File: src/rtl/mem_arb_pkg.sv
// Shared types for the memory arbiter: FSM state encoding, transaction owner and counter sizing.
package mem_arb_pkg;

    typedef logic [1:0] arb_state_t;
    localparam arb_state_t IDLE  = 2'd0;
    localparam arb_state_t ISSUE = 2'd1;
    localparam arb_state_t RESP  = 2'd2;

    typedef enum logic [1:0] {OWN_I, OWN_R, OWN_W} owner_t;

    // Counter width able to hold 0..n-1, never narrower than one bit.
    function automatic int unsigned cnt_w(input int unsigned n);
        return (n < 2) ? 1 : $clog2(n);
    endfunction

endpackage

File: src/rtl/mem_arb_if.sv
// Cache-side and memory-side signals of the arbiter; slave = arbiter, master = caches plus memory.
interface mem_arb_if #(
    parameter int unsigned AW = 32,
    parameter int unsigned DW = 32
);
    logic          ireq;
    logic [AW-1:0] iadr;
    logic [DW-1:0] irdata;
    logic          ival;
    logic          rreq;
    logic [AW-1:0] radr;
    logic [DW-1:0] rrdata;
    logic          rval;
    logic          wreq;
    logic [AW-1:0] wadr;
    logic [DW-1:0] wdata;
    logic          wval;
    logic          abort;
    logic          mreq;
    logic          mwe;
    logic [AW-1:0] madr;
    logic [DW-1:0] mwdata;
    logic [DW-1:0] mrdata;
    logic          mack;

    modport slave (
        input  ireq, iadr, rreq, radr, wreq, wadr, wdata, mrdata, mack,
        output irdata, ival, rrdata, rval, wval, abort, mreq, mwe, madr, mwdata
    );

    modport master (
        output ireq, iadr, rreq, radr, wreq, wadr, wdata, mrdata, mack,
        input  irdata, ival, rrdata, rval, wval, abort, mreq, mwe, madr, mwdata
    );
endinterface

File: src/rtl/mem_arb_pick.sv
// Combinational requester picker: write > read > instr, with instr forced first when starving.
module mem_arb_pick
    import mem_arb_pkg::*;
(
    input  logic   ireq,
    input  logic   rreq,
    input  logic   wreq,
    input  logic   starve,
    output owner_t owner,
    output logic   valid
);

    always_comb begin
        valid = ireq | rreq | wreq;
        owner = OWN_I;
        if (starve && ireq) begin
            owner = OWN_I;
        end else if (wreq) begin
            owner = OWN_W;
        end else if (rreq) begin
            owner = OWN_R;
        end
    end

endmodule

File: src/rtl/mem_arbiter.sv
// Serialises icache reads, dcache reads and dcache writes onto one single-port memory.
// Optional instr starvation guard enabled by defining MEM_ARB_STARVE_GUARD_EN.
module mem_arbiter
    import mem_arb_pkg::*;
#(
    parameter int unsigned AW      = 32,
    parameter int unsigned DW      = 32,
    parameter int unsigned TIMEOUT = 64
`ifdef MEM_ARB_STARVE_GUARD_EN
    ,
    parameter int unsigned MAXWAIT = 16
`endif
) (
    input logic      clk,
    input logic      reset,
    mem_arb_if.slave bus
);

    localparam int unsigned TCNT_W = cnt_w(TIMEOUT);

    arb_state_t    state_q, state_d;
    owner_t        owner_q;
    owner_t        pick_owner;
    logic          pick_valid;
    logic          starve;
    logic          mwe_q;
    logic          abort_q;
    logic [AW-1:0] madr_q;
    logic [DW-1:0] mwdata_q;
    logic [DW-1:0] irdata_q;
    logic [DW-1:0] rrdata_q;
    logic [TCNT_W-1:0] tcnt_q;
    logic          tcnt_last;

    assign tcnt_last = (tcnt_q == TCNT_W'(TIMEOUT - 1));

    mem_arb_pick u_pick (
        .ireq   (bus.ireq),
        .rreq   (bus.rreq),
        .wreq   (bus.wreq),
        .starve (starve),
        .owner  (pick_owner),
        .valid  (pick_valid)
    );

`ifdef MEM_ARB_STARVE_GUARD_EN
    localparam int unsigned SCNT_W = cnt_w(MAXWAIT + 1);
    logic [SCNT_W-1:0] scnt_q;

    assign starve = (scnt_q == SCNT_W'(MAXWAIT));

    // Counts grants that bypass a waiting icache request; saturates at the bound.
    always_ff @(posedge clk or negedge reset) begin
        if (!reset) begin
            scnt_q <= '0;
        end else if (state_q == IDLE && pick_valid) begin
            if (pick_owner == OWN_I) begin
                scnt_q <= '0;
            end else if (bus.ireq && !starve) begin
                scnt_q <= scnt_q + 1'b1;
            end
        end
    end
`else
    assign starve = 1'b0;
`endif

    always_comb begin
        state_d = state_q;
        unique case (state_q)
            IDLE:    if (pick_valid) state_d = ISSUE;
            ISSUE:   if (bus.mack || tcnt_last) state_d = RESP;
            RESP:    state_d = IDLE;
            default: state_d = IDLE;
        endcase
    end

    always_ff @(posedge clk or negedge reset) begin
        if (!reset) begin
            state_q  <= IDLE;
            owner_q  <= OWN_I;
            mwe_q    <= 1'b0;
            abort_q  <= 1'b0;
            madr_q   <= '0;
            mwdata_q <= '0;
            irdata_q <= '0;
            rrdata_q <= '0;
            tcnt_q   <= '0;
        end else begin
            state_q <= state_d;
            if (state_q == IDLE && pick_valid) begin
                owner_q  <= pick_owner;
                mwe_q    <= (pick_owner == OWN_W);
                abort_q  <= 1'b0;
                tcnt_q   <= '0;
                mwdata_q <= (pick_owner == OWN_W) ? bus.wdata : '0;
                unique case (pick_owner)
                    OWN_W:   madr_q <= bus.wadr;
                    OWN_R:   madr_q <= bus.radr;
                    default: madr_q <= bus.iadr;
                endcase
            end else if (state_q == ISSUE) begin
                if (bus.mack) begin
                    if (owner_q == OWN_I) irdata_q <= bus.mrdata;
                    if (owner_q == OWN_R) rrdata_q <= bus.mrdata;
                end else if (tcnt_last) begin
                    // Timed-out reads return zero data alongside the abort pulse.
                    abort_q <= 1'b1;
                    if (owner_q == OWN_I) irdata_q <= '0;
                    if (owner_q == OWN_R) rrdata_q <= '0;
                end else begin
                    tcnt_q <= tcnt_q + 1'b1;
                end
            end
        end
    end

    assign bus.mreq   = (state_q == ISSUE);
    assign bus.mwe    = (state_q == ISSUE) && mwe_q;
    assign bus.madr   = madr_q;
    assign bus.mwdata = mwdata_q;
    assign bus.ival   = (state_q == RESP) && (owner_q == OWN_I);
    assign bus.rval   = (state_q == RESP) && (owner_q == OWN_R);
    assign bus.wval   = (state_q == RESP) && (owner_q == OWN_W);
    assign bus.abort  = (state_q == RESP) && abort_q;
    assign bus.irdata = irdata_q;
    assign bus.rrdata = rrdata_q;

endmodule

File: src/flat_wrapper.sv
// flat-port wrapper written by rule: the top's interface ports become plain ports
module mem_arbiter_flat import mem_arb_pkg::*;
#(
    parameter int unsigned AW      = 32,
    parameter int unsigned DW      = 32,
    parameter int unsigned TIMEOUT = 64

)
  (clk, reset, bus_ireq, bus_iadr, bus_rreq, bus_radr, bus_wreq, bus_wadr, bus_wdata, bus_mrdata, bus_mack, bus_irdata, bus_ival, bus_rrdata, bus_rval, bus_wval, bus_abort, bus_mreq, bus_mwe, bus_madr, bus_mwdata);
  mem_arb_if #(.AW(AW), .DW(DW)) bus_i ();
  input logic clk;
  input logic reset;
  input wire logic [$bits(bus_i.ireq)-1:0] bus_ireq;
  input wire logic [$bits(bus_i.iadr)-1:0] bus_iadr;
  input wire logic [$bits(bus_i.rreq)-1:0] bus_rreq;
  input wire logic [$bits(bus_i.radr)-1:0] bus_radr;
  input wire logic [$bits(bus_i.wreq)-1:0] bus_wreq;
  input wire logic [$bits(bus_i.wadr)-1:0] bus_wadr;
  input wire logic [$bits(bus_i.wdata)-1:0] bus_wdata;
  input wire logic [$bits(bus_i.mrdata)-1:0] bus_mrdata;
  input wire logic [$bits(bus_i.mack)-1:0] bus_mack;
  output wire logic [$bits(bus_i.irdata)-1:0] bus_irdata;
  output wire logic [$bits(bus_i.ival)-1:0] bus_ival;
  output wire logic [$bits(bus_i.rrdata)-1:0] bus_rrdata;
  output wire logic [$bits(bus_i.rval)-1:0] bus_rval;
  output wire logic [$bits(bus_i.wval)-1:0] bus_wval;
  output wire logic [$bits(bus_i.abort)-1:0] bus_abort;
  output wire logic [$bits(bus_i.mreq)-1:0] bus_mreq;
  output wire logic [$bits(bus_i.mwe)-1:0] bus_mwe;
  output wire logic [$bits(bus_i.madr)-1:0] bus_madr;
  output wire logic [$bits(bus_i.mwdata)-1:0] bus_mwdata;
  assign bus_i.ireq = bus_ireq;
  assign bus_i.iadr = bus_iadr;
  assign bus_i.rreq = bus_rreq;
  assign bus_i.radr = bus_radr;
  assign bus_i.wreq = bus_wreq;
  assign bus_i.wadr = bus_wadr;
  assign bus_i.wdata = bus_wdata;
  assign bus_i.mrdata = bus_mrdata;
  assign bus_i.mack = bus_mack;
  assign bus_irdata = bus_i.irdata;
  assign bus_ival = bus_i.ival;
  assign bus_rrdata = bus_i.rrdata;
  assign bus_rval = bus_i.rval;
  assign bus_wval = bus_i.wval;
  assign bus_abort = bus_i.abort;
  assign bus_mreq = bus_i.mreq;
  assign bus_mwe = bus_i.mwe;
  assign bus_madr = bus_i.madr;
  assign bus_mwdata = bus_i.mwdata;
  mem_arbiter #(.AW(AW), .DW(DW), .TIMEOUT(TIMEOUT)) u_core (.clk(clk), .reset(reset), .bus(bus_i));
endmodule
File: config.mk
export PLATFORM = sky130hd
export DESIGN_NAME = mem_arbiter_flat
export DESIGN_NICKNAME = d
export VERILOG_FILES = /design/src/rtl/mem_arb_pkg.sv /design/src/rtl/mem_arb_if.sv /design/src/rtl/mem_arb_pick.sv /design/src/rtl/mem_arbiter.sv /design/src/flat_wrapper.sv
export SDC_FILE = /design/constraint.sdc
export NUM_CORES = 1
export LEC_CHECK = 0
export BUFFER_PORTS_ARGS = -buffer_cell sky130_fd_sc_hd__buf_2
export CAP_MARGIN = 40
export CORE_UTILIZATION = 49
export CTS_BUF_LIST = sky130_fd_sc_hd__clkbuf_16
export CTS_CLUSTER_SIZE = 14
export DETAILED_ROUTE_END_ITERATION = 10
export MAX_ROUTING_LAYER = met4
export PLACE_DENSITY = 0.82
export SYNTH_ARGS = -nofsm -noshare
export SYNTH_HDL_FRONTEND = slang
export SYNTH_SLANG_ARGS = --single-unit
File: constraint.sdc
create_clock -name clk -period 2.1 [get_ports clk]
set_input_delay 0.21 -clock clk [delete_from_list [all_inputs] [get_ports clk]]
set_output_delay 0.21 -clock clk [all_outputs]
set_load 0.02 [all_outputs]
# Yosys cells after proc, flatten, opt, wreduce, memory -nomap -nowiden
# Index checks and enable logic that the tools add are counted.
# Widths: inputs -> output; s select.
[word_totals]
output_inout_bits = 134
elab_cells = 64
inputBits = 166
register_bits = 140
[classes]
addsub = 1
n_mux = 23
n_eq_ne = 11
bitwise_logic = 3
reduce_logical = 17
[op_table]
columns = ["op", "n"]
rows = [
  ["$mux 32", 9],
  ["$pmux 32 s2", 1],
  ["$mux 6", 4],
  ["$reduce_and 4->1", 2],
  ["$add 6x1->6 const B", 1],
  ["$eq 2x1->1 const B", 3],
  ["$eq 2x2->1 const B", 3],
  ["$eq 6x6->1 const B", 1],
  ["$logic_and 1x1->1", 6],
  ["$mux 2", 3],
  ["$ne 2x1->1 const B", 3],
  ["$reduce_and 3->1", 2],
  ["$reduce_bool 2->1", 3],
  ["$mux 1", 5],
  ["$logic_not 2->1", 2],
  ["$pmux 2 s2", 1],
  ["$ne 2x2->1 const B", 1],
  ["$or 1x1->1", 2],
  ["$reduce_and 2->1", 1],
  ["$logic_or 1x1->1", 1],
  ["$not 1->1", 1],
]

# Longest topological paths before layout
[depth]
depth_word = 5
mapped_depth = 6
ltp_nobuf = 4

# Modules after synthesis
# Synthesis repeated with hierarchy kept, for this count alone.
[unflattened]
hier_cells = 698
hier_area_um2 = 6874.1
[by_module_without_submodules]
columns = ["module", "cells_each", "n_inst", "area_each_um2"]
rows = [
  ["mem_arbiter", 694, 1, 6849.1],
  ["mem_arb_pick", 4, 1, 25.0],
]

# Least setup slack after synthesis
# No wires, ideal clock.
[synth_timing]
kind = "register to register"
start = "register u_core.state_q[1]"
end = "register u_core.madr_q[10], in the netlist u_core.bus.madr[10]"
t_arrival_ps = 1460
path_slack_ps = 514
path_buffers = 2
stages_incl_launch_ff = 6
setup_time_ps = 125
cell_sequence = "dfrtp_1 or2_4 buf_6 nor2_8 buf_12 mux2_4"
[synth_via]
elab_chain_len = 2
[synth_rtl]
columns = ["element", "line", "text"]
rows = [
  ["start: declaration", "mem_arbiter.sv:21", "arb_state_t state_q, state_d;"],
  ["start signal: assignment", "mem_arbiter.sv:90", "state_q <= state_d;"],
  ["$logic_not 2->1", "mem_arbiter.sv:91", "if (state_q == IDLE && pick_valid) begin"],
  ["$logic_and 1x1->1", "mem_arbiter.sv:91", ""],
  ["end signal: assignment", "mem_arbiter.sv:98", "OWN_W: madr_q <= bus.wadr;"],
  ["end signal: assignment", "mem_arbiter.sv:99", "OWN_R: madr_q <= bus.radr;"],
  ["end signal: assignment", "mem_arbiter.sv:100", "default: madr_q <= bus.iadr;"],
  ["end: declaration", "mem_arbiter.sv:28", "logic [AW-1:0] madr_q;"],
]
# Every way passes these cells.
# A chain may end at the register's enable or synchronous reset.

# Final worst setup path
[layout_timing]
start = "register u_core.state_q[1]"
end = "output port bus_wval"
[layout_via]
elab_chain_len = 2
[layout_rtl]
columns = ["element", "line", "text"]
rows = [
  ["$eq 2x2->1", "mem_arbiter.sv:124", "assign bus.wval = (state_q == RESP) && (owner_q == OWN_W);"],
  ["$logic_and 1x1->1", "mem_arbiter.sv:124", ""],
  ["end: declaration", "flat_wrapper.sv:26", "output wire logic [$bits(bus_i.wval)-1:0] bus_wval;"],
]
# Every way passes these cells.

==> impl_metrics.py <==
metrics = {
    "status": {
        "status": "complete, no violations",
    },
    "global_route": {
        "gr-total-overflow": 0,
        "grt_pass1_vias": 5745,
        "grt_max_degree": 100,
        "antenna_found_initial": 1,
        "grt_pass1_wl_um": 28400,
        "grt.total_usage": 0.256,
    },
    "detailed_routing": {
        "drt-wirelength-per-cell_um": 15.9,
        "num_vias": 5989,
        "drt_first_pass_iters": 4,
        "viasPerCell": 5.14,
        "wirelength_um": 18500,
        "first_iter_violations": 402,
        "drcViolationCount": 0,
        "final_antenna_net_count": 0,
    },
    "sta": {
        "whs_ps": 27.6,
        "finalCriticalPeriod_ps": 1940,
        "slew_viol_final": 0,
        "fmax_ghz": 0.514,
        "grt_setup_unrepaired": "no",
        "max_slew_margin": 0.417,
        "worstMarginPinSlew_ps": 875,
        "post-route-period-util": 0.926,
        "postLayoutSetupSlackWorst_ps": 156,
        "fin_skew_ps": 9.77,
        "hold_violations": 0,
        "tns_ps": 0,
        "setup_viol_count_final": 0,
    },
    "cts": {
        "cts_made_buffers": 17,
        "cts_buffer_depth": 2,
        "cts.sinks": 140,
        "cts.repair.resized": 0,
        "root_buffer": "clkbuf_16",
        "path_clk_slew_ps": 60,
        "clk_latency_ps": 420,
        "cts_tree": "built",
        "htreeDepth": 4,
    },
    "yosys": {
        "synth.distinct_cells": 39,
        "ys_warn_count": 0,
        "synth_edf_count": 0,
        "ys_seq_elements": 140,
        "ys_dominant_reg_cell": "dfrtp_1",
        "synth_seq_area_share": 0.490,
        "synth_area_leaders": "dfrtp_1 49%, mux2i_1 14%, o21ai_0 8.7%",
        "syn_avg_cell_area_um2": 10.4,
        "syn-num-nets": 853,
        "async_flop_share": 1.00,
        "yosys.area.top_type": "dfrtp_1",
        "syn-cell-area_um2": 7150,
        "netlist.area_leader.share": 0.490,
        "synth_cells": 686,
    },
    "critical_path": {
        "path_cells": "buf_4 -> or2b_1 -> nor3b_1 -> buf_2",
        "worstPathBufferInverterCount": 2,
        "cp-start-kind": "register",
        "reg2regPathDepth": 4,
        "critPathKind": "reg -> out",
        "crit_cells": 4,
        "r2r_start": "u_core.state_q[0]$_DFFE_PN0P_",
        "reg2reg_slack_ps": 280,
        "cp.required_ps": 1890,
        "crit_family": "simple AND/OR/NAND/NOR gates",
        "crit_slowest_cell": "dfrtp_1",
        "crit_fanout": 6,
        "cp_slowest_stage_delay_ps": 370,
        "r2r-end": "u_core.bus.mwdata[13]$_DFFE_PN0P_",
        "arrival_ps": 1730,
        "setup.worst_path.end_class": "primary output",
    },
    "die": {
        "initial_utilization": 0.509,
        "die_w_um": 123,
        "dieArea_um2": 15100,
        "rows": 43,
        "fp.dieH_um": 123,
        "io_pins": 300,
        "core_um2": 14000,
    },
    "placement": {
        "place_area_um2": 8740,
        "portBuffers": 299,
        "dp_hpwl_um": 13000,
        "place_ws_ps": 311,
        "gp_congestion": 0.863,
    },
    "final_layout": {
        "final_area_um2": 9330,
        "final_util": 0.665,
        "final_common_cell": "buf_2",
        "area_growth_pct": 30.6,
        "mostFrequentLayoutCells": "298 x buf_2, 140 x dfrtp_1, 124 x o21ai_0",
        "drive_above_1_share": 0.387,
        "nNetsFinal": 1139,
    },
    "min_path": {
        "min_path_type": "in -> reg",
        "min-delay-start": "bus_wdata[5]",
        "worstHoldPathCells": 3,
        "holdPathEnd": "u_core.bus.mwdata[5]$_DFFE_PN0P_",
    },
    "pwr": {
        "ir_worst_vdd_uv": 645,
        "powerDensity_nw_per_um2": 1410,
        "leakage_nw": 4.85,
    },
    "flow_run": {
        "maxCapViolCount": 0,
    },
}
## how the worst max path moves through the flow
stage                                             start                                end  slack, ps
after floorplan           u_core.state_q[1]$_DFFE_PN0P_    u_core.bus.madr[10]$_DFFE_PN0P_        510
after global placement    u_core.state_q[0]$_DFFE_PN0P_           u_core.mwe_q$_DFFE_PN0P_        350
after detailed placement  u_core.state_q[0]$_DFFE_PN0P_  u_core.bus.mwdata[28]$_DFFE_PN0P_        310
after CTS                 u_core.state_q[1]$_DFFE_PN0P_                           bus_wval         70
after global routing      u_core.state_q[1]$_DFFE_PN0P_                           bus_wval         30
final                     u_core.state_q[1]$_DFFE_PN0P_                           bus_wval        160
## registers in the layout, indices dropped and copies added, names as in the netlist
signal	count
u_core.tcnt_q	6
u_core.bus.rrdata	32
u_core.bus.madr	32
u_core.abort_q	1
u_core.owner_q	2
u_core.bus.mwdata	32
u_core.bus.irdata	32
u_core.state_q	2
u_core.mwe_q	1
## logic make-up (layout without fill, tap and decap cells)
| logic type | count (synthesis) | count (layout) | share of synthesized area |
|---|---|---|---|
| other cells | 0 | 1 | 0 |
| mux | 134 | 134 | 0.210 |
| buf+inv | 114 | 413 | 0.0805 |
| simple gates | 122 | 122 | 0.0925 |
| flops | 140 | 140 | 0.490 |
| fa+ha+maj | 1 | 1 | 0.00175 |
| compound gates | 175 | 175 | 0.125 |
## layer usage
metal | global-route usage | routed length [um] | vias to the layer above
met5 | - | 0 | -
met4 | 0.0968 | 365 | 0
met3 | 0.0567 | 1140 | 36
met2 | 0.448 | 9520 | 239
met1 | 0.284 | 7470 | 2825
li1 | - | - | 2889
## cells in the mapped netlist (all sizes together) (2+ instances only)
library cell and n:
nor2 2, mux2i 100, nor3b 5, o21ai 166
nor3 3, nand2 66, dfrtp 140, mux2 34
and2 34, buf 27, inv 67, o211ai 2
or2 2, clkbuf 20
## report_power, final
part | internal [mW] | switching [mW]
registers | 3.77 | 0.755
clock network | 1.84 | 1.13
logic | 2.37 | 3.25
total | 7.99 | 5.13
## stage by stage
step | instances | power [mW]
floorplan | 686 | 8.42
global placement | 1132 | 10.0
detailed placement | 1132 | 10.2
CTS | 1165 | 13.2
global route | 1166 | 13.9
finish | 1166 | 13.1
## area by class of cell
| class | count | area, um2 |
|---|---|---|
| Clock buffer | 17 | 425 |
| Sequential cell | 140 | 3500 |
| Fill cell | 1119 | 4710 |
| Timing Repair Buffer | 314 | 1690 |
| Clock inverter | 15 | 155 |
| Multi-Input combinational cell | 432 | 3080 |
| Tap cell | 180 | 225 |
| Inverter | 67 | 251 |
| Antenna cell | 1 | 2.50 |
## worst reg2reg max path, cell delays in order, from the launching register on
cell,delay (ps)
dfrtp_1,440
or2_4,310
or2_1,530
buf_4,310
o21ai_1,160
## timing repair
item                      in CTS  in global routing
hold buffers                   1                  0
buffers inserted               0                  0
hold endpoints to repair      64                  0
Note: power is estimated with default switching activity, not from simulation.
